==> config.mk <==
export PLATFORM = sky130hd
export DESIGN_NAME = instr_encoder
export DESIGN_NICKNAME = d
export VERILOG_FILES = /design/src/rtl/instr_fmt_pkg.sv /design/src/rtl/instr_pack.sv /design/src/rtl/instr_encoder.sv
export SDC_FILE = /design/constraint.sdc
export NUM_CORES = 1
export LEC_CHECK = 0
export ABC_CLOCK_PERIOD_IN_PS = 1780
export BUFFER_PORTS_ARGS = -buffer_cell sky130_fd_sc_hd__buf_2
export CAP_MARGIN = 20
export CORE_UTILIZATION = 49
export DETAILED_ROUTE_END_ITERATION = 6
export PLACE_DENSITY = 0.89
export SETUP_SLACK_MARGIN = 0.1
export SLEW_MARGIN = 30
export SYNTH_ARGS = -nofsm -noshare
export SYNTH_HDL_FRONTEND = slang
export SYNTH_SLANG_ARGS = --single-unit
export TNS_END_PERCENT = 5
==> constraint.sdc <==
create_clock -name clk -period 1.78 [get_ports clk]
set_input_delay 0.178 -clock clk [delete_from_list [all_inputs] [get_ports clk]]
set_output_delay 0.178 -clock clk [all_outputs]
set_load 0.005 [all_outputs]
==> src/rtl/instr_fmt_pkg.sv <==
// Shared RV32I encoding definitions for the instruction encoder (and decoder).
// Contents: instruction-format enum (also the decoder's imm_sel encoding),
// base opcode constants, the canonical nop word and a sign-extension helper.
package instr_fmt_pkg;

    typedef enum logic [2:0] {
        FmtI = 3'd0,
        FmtS = 3'd1,
        FmtB = 3'd2,
        FmtJ = 3'd3,
        FmtU = 3'd4,
        FmtR = 3'd5
    } instr_fmt_e;

    localparam logic [6:0] OpcLoad   = 7'h03;
    localparam logic [6:0] OpcStore  = 7'h23;
    localparam logic [6:0] OpcOp     = 7'h33;
    localparam logic [6:0] OpcBranch = 7'h63;
    localparam logic [6:0] OpcOpImm  = 7'h13;
    localparam logic [6:0] OpcJal    = 7'h6F;
    localparam logic [6:0] OpcJalr   = 7'h67;
    localparam logic [6:0] OpcLui    = 7'h37;

    // addi x0, x0, 0
    localparam logic [31:0] InstrNop = 32'h0000_0013;

    // True when v equals the sign-extension of its low (msb+1) bits.
    function automatic logic is_sext(input logic [31:0] v, input int unsigned msb);
        logic [31:0] ext;
        ext = 32'($signed(v << (31 - msb)) >>> (31 - msb));
        return ext == v;
    endfunction

endpackage

==> src/rtl/instr_pack.sv <==
// Combinational RV32I field packer with optional immediate range check.
// Ports: fmt/opcode/rd/rs1/rs2/funct3/funct7/imm field inputs;
//        instr = packed word (nop for an illegal fmt), err = illegal fmt or
//        (with INSTR_ENC_RANGE_CHECK_EN defined) immediate not representable.
module instr_pack
    import instr_fmt_pkg::*;
(
    input  logic [2:0]  fmt,
    input  logic [6:0]  opcode,
    input  logic [4:0]  rd,
    input  logic [4:0]  rs1,
    input  logic [4:0]  rs2,
    input  logic [2:0]  funct3,
    input  logic [6:0]  funct7,
    input  logic [31:0] imm,
    output logic [31:0] instr,
    output logic        err
);

    logic illegal;
    logic range_err;

    always_comb begin
        instr   = InstrNop;
        illegal = 1'b0;
        case (fmt)
            FmtR: instr = {funct7, rs2, rs1, funct3, rd, opcode};
            FmtI: instr = {imm[11:0], rs1, funct3, rd, opcode};
            FmtS: instr = {imm[11:5], rs2, rs1, funct3, imm[4:0], opcode};
            FmtB: instr = {imm[12], imm[10:5], rs2, rs1, funct3, imm[4:1], imm[11], opcode};
            FmtU: instr = {imm[31:12], rd, opcode};
            FmtJ: instr = {imm[20], imm[10:1], imm[11], imm[19:12], rd, opcode};
            default: illegal = 1'b1;
        endcase
    end

`ifdef INSTR_ENC_RANGE_CHECK_EN
    // The word is still packed from truncated bits; only the flag reports it.
    always_comb begin
        range_err = 1'b0;
        case (fmt)
            FmtI, FmtS: range_err = !is_sext(imm, 11);
            FmtB:       range_err = !is_sext(imm, 12) || imm[0];
            FmtJ:       range_err = !is_sext(imm, 20) || imm[0];
            FmtU:       range_err = |imm[11:0];
            default:    range_err = 1'b0;
        endcase
    end
`else
    assign range_err = 1'b0;
`endif

    assign err = illegal | range_err;

endmodule

==> src/rtl/instr_encoder.sv <==
// Streaming RV32I instruction encoder: valid/ready field input, single-entry
// registered output stage carrying the packed word, its word address and an
// error flag.
// Ports: clk, rst (async active-high); in_valid/in_ready + in_* fields;
//        cnt_clr (sync address-counter clear); out_valid/out_ready +
//        out_instr/out_addr/out_err.
// Optional feature: INSTR_ENC_RANGE_CHECK_EN enables immediate range errors.
module instr_encoder
    import instr_fmt_pkg::*;
#(
    parameter int unsigned ADDR_W = 10
) (
    input  logic              clk,
    input  logic              rst,
    input  logic              in_valid,
    output logic              in_ready,
    input  logic [2:0]        in_fmt,
    input  logic [6:0]        in_opcode,
    input  logic [4:0]        in_rd,
    input  logic [4:0]        in_rs1,
    input  logic [4:0]        in_rs2,
    input  logic [2:0]        in_funct3,
    input  logic [6:0]        in_funct7,
    input  logic [31:0]       in_imm,
    input  logic              cnt_clr,
    output logic              out_valid,
    input  logic              out_ready,
    output logic [31:0]       out_instr,
    output logic [ADDR_W-1:0] out_addr,
    output logic              out_err
);

    logic              out_valid_q, out_valid_d;
    logic [31:0]       out_instr_q, out_instr_d;
    logic [ADDR_W-1:0] out_addr_q,  out_addr_d;
    logic              out_err_q,   out_err_d;
    logic [ADDR_W-1:0] cnt_q,       cnt_d;

    logic [31:0] pack_instr;
    logic        pack_err;
    logic        accept;

    instr_pack u_pack (
        .fmt    (in_fmt),
        .opcode (in_opcode),
        .rd     (in_rd),
        .rs1    (in_rs1),
        .rs2    (in_rs2),
        .funct3 (in_funct3),
        .funct7 (in_funct7),
        .imm    (in_imm),
        .instr  (pack_instr),
        .err    (pack_err)
    );

    assign in_ready = !out_valid_q || out_ready;
    assign accept   = in_valid && in_ready;

    always_comb begin
        out_valid_d = out_valid_q;
        out_instr_d = out_instr_q;
        out_addr_d  = out_addr_q;
        out_err_d   = out_err_q;
        cnt_d       = cnt_q;
        if (accept) begin
            out_valid_d = 1'b1;
            out_instr_d = pack_instr;
            out_err_d   = pack_err;
            // A clear coinciding with an accept tags this word with 0.
            out_addr_d  = cnt_clr ? '0 : cnt_q;
            cnt_d       = cnt_clr ? ADDR_W'(1) : cnt_q + ADDR_W'(1);
        end else begin
            if (out_ready) begin
                out_valid_d = 1'b0;
            end
            if (cnt_clr) begin
                cnt_d = '0;
            end
        end
    end

    always_ff @(posedge clk or posedge rst) begin
        if (rst) begin
            out_valid_q <= 1'b0;
            out_instr_q <= '0;
            out_addr_q  <= '0;
            out_err_q   <= 1'b0;
            cnt_q       <= '0;
        end else begin
            out_valid_q <= out_valid_d;
            out_instr_q <= out_instr_d;
            out_addr_q  <= out_addr_d;
            out_err_q   <= out_err_d;
            cnt_q       <= cnt_d;
        end
    end

    assign out_valid = out_valid_q;
    assign out_instr = out_instr_q;
    assign out_addr  = out_addr_q;
    assign out_err   = out_err_q;

endmodule

==> out/results.tsv, run 1 <==
metric	value	unit
cts_max_level	2	
fp-row-count	28	
critical_path.top_delay_family	compound AO/OA/AOI/OAI gates	
holdPathEnd	out_instr[1]	
critPathRequiredTime	2.01	ns
start_util	50.5	%
drive_above_1_share	39.0	%
crit_chain	nand2b_1 > nand2_2 > a21oi_2 > a32o_1	
num_io_pins	117	
synth.distinct_cells	50	
area_delta_synth_final	22.6	%
swShare	28.7	%
syn_area	2990	um2
hold_class	input port to register	
hpwl	5370	um
syn_nets	367	
outcome	complete, no violations	
post-place-ws	0.228	ns
grt_usage	23.7	%
wl_per_cell	15.8	um
worstHoldStart	in_opcode[1]	
p_switching	785	uW
arrival	1.78	ns
finalHoldViolCount	0	
end_kind	register	
antenna_found_initial	0	
tns	0	ns
setup_slack	0.236	ns
crit_fanout	18	
nets	472	
cts.path.max_buffers	2	
die_h	80.2	um
fmax	648	MHz
tightest_slew	0.833	ns
rsz0062_at_grt	false	
async_flop_share	100	%
place.gp.congestion	0.756	
r2r_start	out_valid	
slew_viol_final	0	
grt_pass1_vias	2510	
ant_nets	0	
seqPwrFrac	51.9	%
vias	2724	
ys_ff_latch	54	
post_cts_resized	0	
min_period	1.54	ns
p_comb_share	23.5	%
cts_buffers	5	
setup_viol	0	
die_w	80.2	um
avgViaCountPerCell	5.73	
grt_pass1_wl	11800	um
max_cap_viol_count	0	
synth_edf_count	0	
cts_tree	done	
clk_latency	0.30	ns
routed_wl	7490	um
slew_headroom	44.5	%
r2r_end	out_instr[21]	
final_cells	475	
p_clk_share	24.5	%
syn_inst	294	
clk_pin_slew_worst_paths	0.10	ns
synth-seq-area-share	45.2	%
leakagePower	1.80	nW
ys_warn_count	0	
finish.utilization	62.0	%
diodes	0	
p_per_area	745	nW/um2
internal_power	1.95	mW
synth_ff_type	dfrtp_1	
post-route-drc-count	0	
synth.avg_cell_area	10.2	um2
core_area	5920	um2
criticalPathCategory	register to register	
ir_worst_vdd	425	uV
setup.worst_path.start_class	register	
reg2reg_depth	4	
grt_max_degree	50	
post_cts_buffers	0	
drtIter0Drc	198	
path_buf_inv	0	
clock_skew	0.00699	ns
dp_cells	466	
clockRootBuffer	clkbuf_8	
io_buffer_count	116	
fin_crit_sh	86.7	%
holdPathStages	2	
cpMaxStageDelayCell	a21oi_2	
dieArea	6420	um2
whs	0.0763	ns
cts.sinks	54	
globalRouteOverflowTotal	0	
critPathMaxStageDelay	0.62	ns
dr.pass1.iters	4	
r2r_slack	0.24	ns
-- registers in the layout (all words and copies together), names as in the netlist --
signal	cells
out_addr	10
cnt_q	10
out_instr	32
out_valid	1
out_err	1
-- cell families after synthesis --
logic type	synth area share, %
AND/OR/NAND/NOR	17.8
AO/OA/AOI/OAI	21.2
XOR/XNOR	1.76
flip-flops	45.2
buffers and inverters	6.77
adder cells (fa/ha/maj)	0.418
multiplexers	6.98
-- worst reg2reg max path: stages (launching register included) --
cell	delay (ns)
dfrtp_1	0.38
nand2b_1	0.10
nand2_2	0.09
a21oi_2	0.62
a32o_1	0.28
-- metal layers --
metal  global-route usage, %  vias up  wire length, um
met5                       0        -                0
met4                    5.36        0               93
met3                    4.20       10              431
met2                    40.9      111             3710
met1                    30.7     1306             3250
li1                        -     1297                -
-- cells in the mapped netlist (all sizes together), types with 2 or more instances --
cell / number / share of area [%]
a221o: 5 / 1.7
a21oi: 24 / 4.1
a22o: 13 / 3.8
and3: 2 / 0.42
o22a: 3 / 0.88
a221oi: 14 / 4.7
buf: 24 / 6.0
dfrtp: 54 / 45
clkbuf: 3 / 0.38
nor2b: 8 / 2.1
and2: 2 / 0.42
nand3b: 6 / 1.5
o21ai: 9 / 1.5
nand2b: 9 / 1.9
mux2: 12 / 4.6
nand2: 24 / 3.1
mux2i: 7 / 2.3
inv: 3 / 0.38
nand4: 3 / 0.63
and2b: 4 / 1.0
xor2: 5 / 1.5
nor2: 20 / 2.5
nand3: 12 / 2.0
nor3: 6 / 1.0
a32o: 4 / 1.3
a22oi: 6 / 1.7
-- power groups by stage --
stage	Combinational, mW	Clock, mW	Sequential [mW]
finish	0.644	0.671	1.42
global placement	0.620	0	1.44
CTS	0.648	0.683	1.42
global route	0.710	0.737	1.44
floorplan	0.362	0	1.44
detailed placement	0.645	0	1.44
-- timing repair --
item / 4_1_cts / 5_1_grt
hold endpoints to repair: 24 / 0
hold buffers: 1 / 0
endpoints found under the setup margin: 0 / 0
-- worst max-delay path by stage --
stage	startpoint	end	slack, ns	cells after the start
6_report	out_valid	out_instr[21]	0.24	4
2_1_floorplan	rst	cnt_q[0]	0.29	1
3_5_place_dp	out_valid	out_instr[23]	0.23	4
5_1_grt	out_valid	out_instr[21]	0.13	4
4_1_cts	out_valid	out_instr[21]	0.21	4
3_3_place_gp	in_fmt[1]	out_instr[7]	0.28	5
-- final cells by class --
class	count	area [um2]
Tap cell	75	93.8
Clock inverter	2	13.8
Sequential cell	54	1350
Inverter	3	11.3
Fill cell	505	2250
Multi-Input combinational cell	210	1440
Timing Repair Buffer	125	688
Clock buffer	6	72.6
-- metrics by stage --
stage	instance area, um2	total power [mW]
after floorplan	2990	1.81
after global placement	3570	2.06
after detailed placement	3570	2.08
after CTS	3670	2.75
after global routing	3670	2.88
final	3670	2.73
-- layout by cell type, fill, tap and decap left out, types with 8 or more instances in the layout --
cell	count
nand2_1	23
a22o_1	13
nor2_1	20
nand2b_1	9
o21ai_0	8
mux2_2	11
a221oi_1	11
dfrtp_1	54
buf_2	116
a21oi_1	23
nand3_1	12
Note: power is estimated with default switching activity, not from simulation.
==> run 2, diff against run 1 <==
--- a/config.mk
+++ b/config.mk
@@ -8,9 +8,10 @@
 export ABC_CLOCK_PERIOD_IN_PS = 1780
 export BUFFER_PORTS_ARGS = -buffer_cell sky130_fd_sc_hd__buf_2
 export CAP_MARGIN = 20
-export CORE_UTILIZATION = 49
+export CORE_UTILIZATION = 51
+export CTS_BUF_LIST = sky130_fd_sc_hd__clkbuf_4
 export DETAILED_ROUTE_END_ITERATION = 6
-export PLACE_DENSITY = 0.89
+export PLACE_DENSITY = 0.92
 export SETUP_SLACK_MARGIN = 0.1
 export SLEW_MARGIN = 30
 export SYNTH_ARGS = -nofsm -noshare
==> out/results.tsv, run 2 (synthesis gave the netlist of run 1 again) <==
metric	value	unit	change
outcome	complete, no violations		unchanged
finish.utilization	65.5	%	was 62.0%
internal_power	1.84	mW	was 1.95 mW
cts.sinks	54		unchanged
post-place-ws	0.163	ns	was 0.228 ns
num_io_pins	117		unchanged
core_area	5570	um2	was 5920 um2
cp_common_cell	buf_4		
post_cts_buffers	0		unchanged
grt_pass1_wl	11900	um	was 11800 um
cts.path.max_buffers	2		unchanged
fp-row-count	27		was 28
tns	0	ns	unchanged
routed_wl	7390	um	was 7490 um
nets	476		was 472
dieArea	6180	um2	was 6420 um2
globalRouteOverflowTotal	0		unchanged
p_comb_share	24.7	%	was 23.5%
crit_fanout	12		was 18
clockRootBuffer	clkbuf_4		was clkbuf_8
post-route-drc-count	0		unchanged
setup.worst_path.start_class	register		unchanged
path_buf_inv	2		was 0
cts_tree	done		unchanged
place.gp.congestion	0.843		was 0.756
end_kind	register		unchanged
criticalPathCategory	register to register		unchanged
finalHoldViolCount	0		unchanged
swShare	29.0	%	was 28.7%
tightest_slew	0.618	ns	was 0.833 ns
hold_class	input port to register		unchanged
p_switching	754	uW	was 785 uW
final_cells	476		was 475
wl_per_cell	15.5	um	was 15.8 um
cpMaxStageDelayCell	dfrtp_1		was a21oi_2
dp_cells	465		was 466
fmax	660	MHz	was 648 MHz
avgViaCountPerCell	5.73		about the same
crit_chain	nand2b_1 > buf_4 > and2_1 > buf_4 > nand2_1 > a21oi_1		was nand2b_1 > nand2_2 > a21oi_2 > a32o_1
die_w	78.6	um	was 80.2 um
die_h	78.6	um	was 80.2 um
arrival	1.80	ns	was 1.78 ns
io_buffer_count	116		unchanged
clk_latency	0.35	ns	was 0.30 ns
vias	2729		was 2724
drtIter0Drc	185		was 198
critPathRequiredTime	2.07	ns	was 2.01 ns
ir_worst_vdd	461	uV	was 425 uV
critical_path.top_delay_family	simple AND/OR/NAND/NOR gates		was compound AO/OA/AOI/OAI gates
post_cts_resized	0		unchanged
setup_viol	0		unchanged
layout_common_cells	buf_2 (116), dfrtp_1 (54), nand2_1 (23), a21oi_1 (23), nor2_1 (20)		unchanged
slew_headroom	58.6	%	was 44.5%
cts_max_level	2		unchanged
drive_above_1_share	39.4	%	was 39.0%
seqPwrFrac	54.7	%	was 51.9%
grt_pass1_vias	2549		was 2510
p_per_area	711	nW/um2	was 745 nW/um2
hpwl	5390	um	was 5370 um
grt_usage	24.4	%	was 23.7%
start_util	53.7	%	was 50.5%
area_delta_synth_final	21.9	%	was 22.6%
final_common_cell	buf_2		unchanged
critPathMaxStageDelay	0.40	ns	was 0.62 ns
rsz0062_at_grt	false		unchanged
min_period	1.52	ns	was 1.54 ns
cts_buffers	5		unchanged
ant_nets	0		unchanged
max_cap_viol_count	0		unchanged
slew_viol_final	0		unchanged
diodes	0		unchanged
postCtsHoldBufs	1		unchanged
setup_slack	0.264	ns	was 0.236 ns
grt_max_degree	32		was 50
clock_skew	0.0117	ns	was 0.00699 ns
dr.pass1.iters	5		was 4
fin_crit_sh	85.2	%	was 86.7%
leakagePower	1.80	nW	about the same
largest_reg_flops	32		unchanged
antenna_found_initial	0		unchanged
clk_pin_slew_worst_paths	0.15	ns	was 0.10 ns
p_clk_share	20.6	%	was 24.5%
[run 2: path summary, 6_finish.rpt]
check,start,to,slack (ns),depth (start not counted)
worst min register to register,out_addr[6],out_addr[6],0.49,2
min in group asynchronous,rst,out_instr[18],0.40,3
worst max-delay path,out_valid,cnt_q[1],0.26,6
worst max register to register,out_valid,cnt_q[1],0.26,6
worst min-delay path,in_opcode[0],out_instr[0],0.03,2
max in group asynchronous,rst,out_instr[25],0.83,4
[run 2: stage by stage]
stage / total power, mW / hold WS, ns / area, um2
floorplan: 1.81 / 0.304 / 2990
global placement: 2.06 / 0.255 / 3560
detailed placement: 2.08 / 0.257 / 3560
CTS: 2.61 / 0.0215 / 3630
global route: 2.76 / 0.00534 / 3650
finish: 2.60 / 0.0337 / 3650
[run 2: layout make-up]
| class | count | area [um2] |
|---|---|---|
| fillers | 464 | 1930 |
| multi-input cells | 210 | 1440 |
| flip-flops and latches | 54 | 1350 |
| repair buffers | 129 | 698 |
| well taps | 72 | 90.1 |
| clock buffers | 6 | 45.0 |
| clock inverters | 2 | 13.8 |
| inverters | 3 | 11.3 |
[run 2: power by group through the flow]
stage | clock network, mW | registers (mW) | logic, mW
after floorplan | 0 | 1.44 | 0.362
after global placement | 0 | 1.44 | 0.619
after detailed placement | 0 | 1.44 | 0.639
after CTS | 0.556 | 1.42 | 0.640
after global routing | 0.617 | 1.43 | 0.706
final | 0.534 | 1.42 | 0.642
[run 2: worst register-to-register path, delay by kind of cell (launching register included)]
family	cells	cell delay, ns
AND/OR/NAND/NOR	3	0.51
buffers and inverters	2	0.42
flip-flops	1	0.40
AO/OA/AOI/OAI	1	0.12
[run 2: routing by layer]
layer	vias up	global-route usage (%)	part of all wire, %
li1	1295	-	-
met1	1292	33.8	45
met2	133	38.8	47
met3	9	4.65	7.2
met4	0	7.22	1.2
met5	-	0	0
==> run 3, diff against run 2 <==
--- a/config.mk
+++ b/config.mk
@@ -8,10 +8,10 @@
 export ABC_CLOCK_PERIOD_IN_PS = 1780
 export BUFFER_PORTS_ARGS = -buffer_cell sky130_fd_sc_hd__buf_2
 export CAP_MARGIN = 20
-export CORE_UTILIZATION = 51
-export CTS_BUF_LIST = sky130_fd_sc_hd__clkbuf_4
+export CORE_UTILIZATION = 49
+export CTS_BUF_LIST = sky130_fd_sc_hd__clkbuf_16
 export DETAILED_ROUTE_END_ITERATION = 6
-export PLACE_DENSITY = 0.92
+export PLACE_DENSITY = 0.89
 export SETUP_SLACK_MARGIN = 0.1
 export SLEW_MARGIN = 30
 export SYNTH_ARGS = -nofsm -noshare
==> out/results.tsv, run 3 (synthesis gave the netlist of run 1 again) <==
metric	value	unit	change
vias	2716		was 2729
die_w	80.2	um	was 78.6 um
clk_pin_slew_worst_paths	0.07	ns	was 0.15 ns
max_cap_viol_count	0		unchanged
nets	472		was 476
post-route-drc-count	0		unchanged
criticalPathCategory	register to register		unchanged
cts_tree	done		unchanged
avgViaCountPerCell	5.72		was 5.73
clk_latency	0.28	ns	was 0.35 ns
dieArea	6420	um2	was 6180 um2
place.gp.congestion	0.756		was 0.843
cts.path.max_buffers	2		unchanged
fillers	501		was 464
drive_above_1_share	39.0	%	was 39.4%
p_per_area	803	nW/um2	was 711 nW/um2
p_switching	804	uW	was 754 uW
fp-row-count	28		was 27
tns	0	ns	unchanged
postCtsHoldBufs	1		unchanged
leakagePower	1.83	nW	was 1.80 nW
grt_max_degree	50		was 32
start_util	50.5	%	was 53.7%
clockRootBuffer	clkbuf_16		was clkbuf_4
critPathRequiredTime	1.99	ns	was 2.07 ns
swShare	26.9	%	was 29.0%
p_clk_share	31.0	%	was 20.6%
p_comb_share	21.5	%	was 24.7%
cts_buffers	5		unchanged
p_total	2.99	mW	was 2.60 mW
fmax	643	MHz	was 660 MHz
slew_viol_final	0		unchanged
diodes	0		unchanged
slew_headroom	43.1	%	was 58.6%
largest_reg_flops	32		unchanged
die_h	80.2	um	was 78.6 um
setup_slack	0.225	ns	was 0.264 ns
io_buffer_count	116		unchanged
whs	0.100	ns	was 0.0337 ns
setup.worst_path.start_class	register		unchanged
ant_nets	0		unchanged
wl_per_cell	15.7	um	was 15.5 um
routed_wl	7470	um	was 7390 um
post_cts_resized	0		unchanged
final_common_cell	buf_2		unchanged
setup_viol	0		unchanged
hold_class	input port to register		unchanged
dr.pass1.iters	4		was 5
cts_max_level	2		unchanged
rsz0062_at_grt	false		unchanged
drtIter0Drc	171		was 185
area_delta_synth_final	24.5	%	was 21.9%
core_area	5920	um2	was 5570 um2
crit_fanout	18		was 12
min_period	1.55	ns	was 1.52 ns
grt_pass1_vias	2541		was 2549
num_io_pins	117		unchanged
hpwl	5370	um	was 5390 um
clock_skew	0.00411	ns	was 0.0117 ns
layout_common_cells	buf_2 (116), dfrtp_1 (54), nand2_1 (23), a21oi_1 (23), nor2_1 (20)		unchanged
cts.sinks	54		unchanged
post_cts_buffers	0		unchanged
grt_pass1_wl	11800	um	was 11900 um
fin_crit_sh	87.4	%	was 85.2%
grt_usage	23.5	%	was 24.4%
antenna_found_initial	0		unchanged
globalRouteOverflowTotal	0		unchanged
seqPwrFrac	47.5	%	was 54.7%
tightest_slew	0.853	ns	was 0.618 ns
internal_power	2.19	mW	was 1.84 mW
ir_worst_vdd	615	uV	was 461 uV
post-place-ws	0.228	ns	was 0.163 ns
end_kind	register		unchanged
arrival	1.77	ns	was 1.80 ns
outcome	complete, no violations		unchanged
finalHoldViolCount	0		unchanged
==> run 3: cell types whose count changed in the layout (fill, tap and decap cells not counted), sizes merged <==
cell,previous run,this run
dlygate4sd3,3,1
clkbuf,6,5
inv,3,4
buf,126,124
==> run 3: layout make-up <==
cell class,count,area (um2),area share (%)
tap,75,93.8,2.52
clock buffer,5,125,3.36
inverter,3,11.3,0.302
clock inverter,3,17.5,0.470
multi-input combinational,210,1440,38.6
timing repair buffer,125,688,18.5
sequential,54,1350,36.3
==> run 3: power by group through the flow <==
stage / logic (mW) / clock network [mW] / registers (mW)
after floorplan: 0.362 / 0 / 1.44
after global placement: 0.620 / 0 / 1.44
after detailed placement: 0.645 / 0 / 1.44
after CTS: 0.648 / 0.944 / 1.42
after global routing: 0.709 / 0.997 / 1.43
final: 0.644 / 0.928 / 1.42
==> run 3: through the flow <==
step / instance area (um2) / std cells / util, %
5_1_grt: 3730 / 475 / 62.9
2_1_floorplan: 2990 / 294 / -
6_report: 3730 / 475 / 62.9
3_3_place_gp: 3570 / 466 / 60.4
4_1_cts: 3730 / 475 / 62.9
3_5_place_dp: 3570 / 466 / 60.4
==> run 3: path summary, 6_finish.rpt <==
path | cells past startpoint | to | slack [ns] | start
max | 4 | out_instr[21] | 0.23 | out_valid
min | 2 | out_instr[1] | 0.10 | in_opcode[1]
max reg2reg | 4 | out_instr[21] | 0.23 | out_valid
min reg2reg | 2 | out_addr[6] | 0.47 | out_addr[6]
max in group asynchronous | 4 | out_instr[14] | 0.74 | rst
min in group asynchronous | 3 | out_instr[6] | 0.49 | rst
==> run 3: critical path, cell delays in order, from the launching register on <==
cell and delay (ns):
dfrtp_1 0.37, nand2b_1 0.10, nand2_2 0.09, a21oi_2 0.64, a32o_1 0.28
==> run 3: layer usage <==
layer | wire (um) | track usage (%) | up-vias
met3 | 428 | 2.84 | 9
met1 | 3210 | 30.5 | 1292
met2 | 3750 | 41.0 | 124
met4 | 91 | 6.79 | 0
li1 | - | - | 1291
met5 | 0 | 0 | -
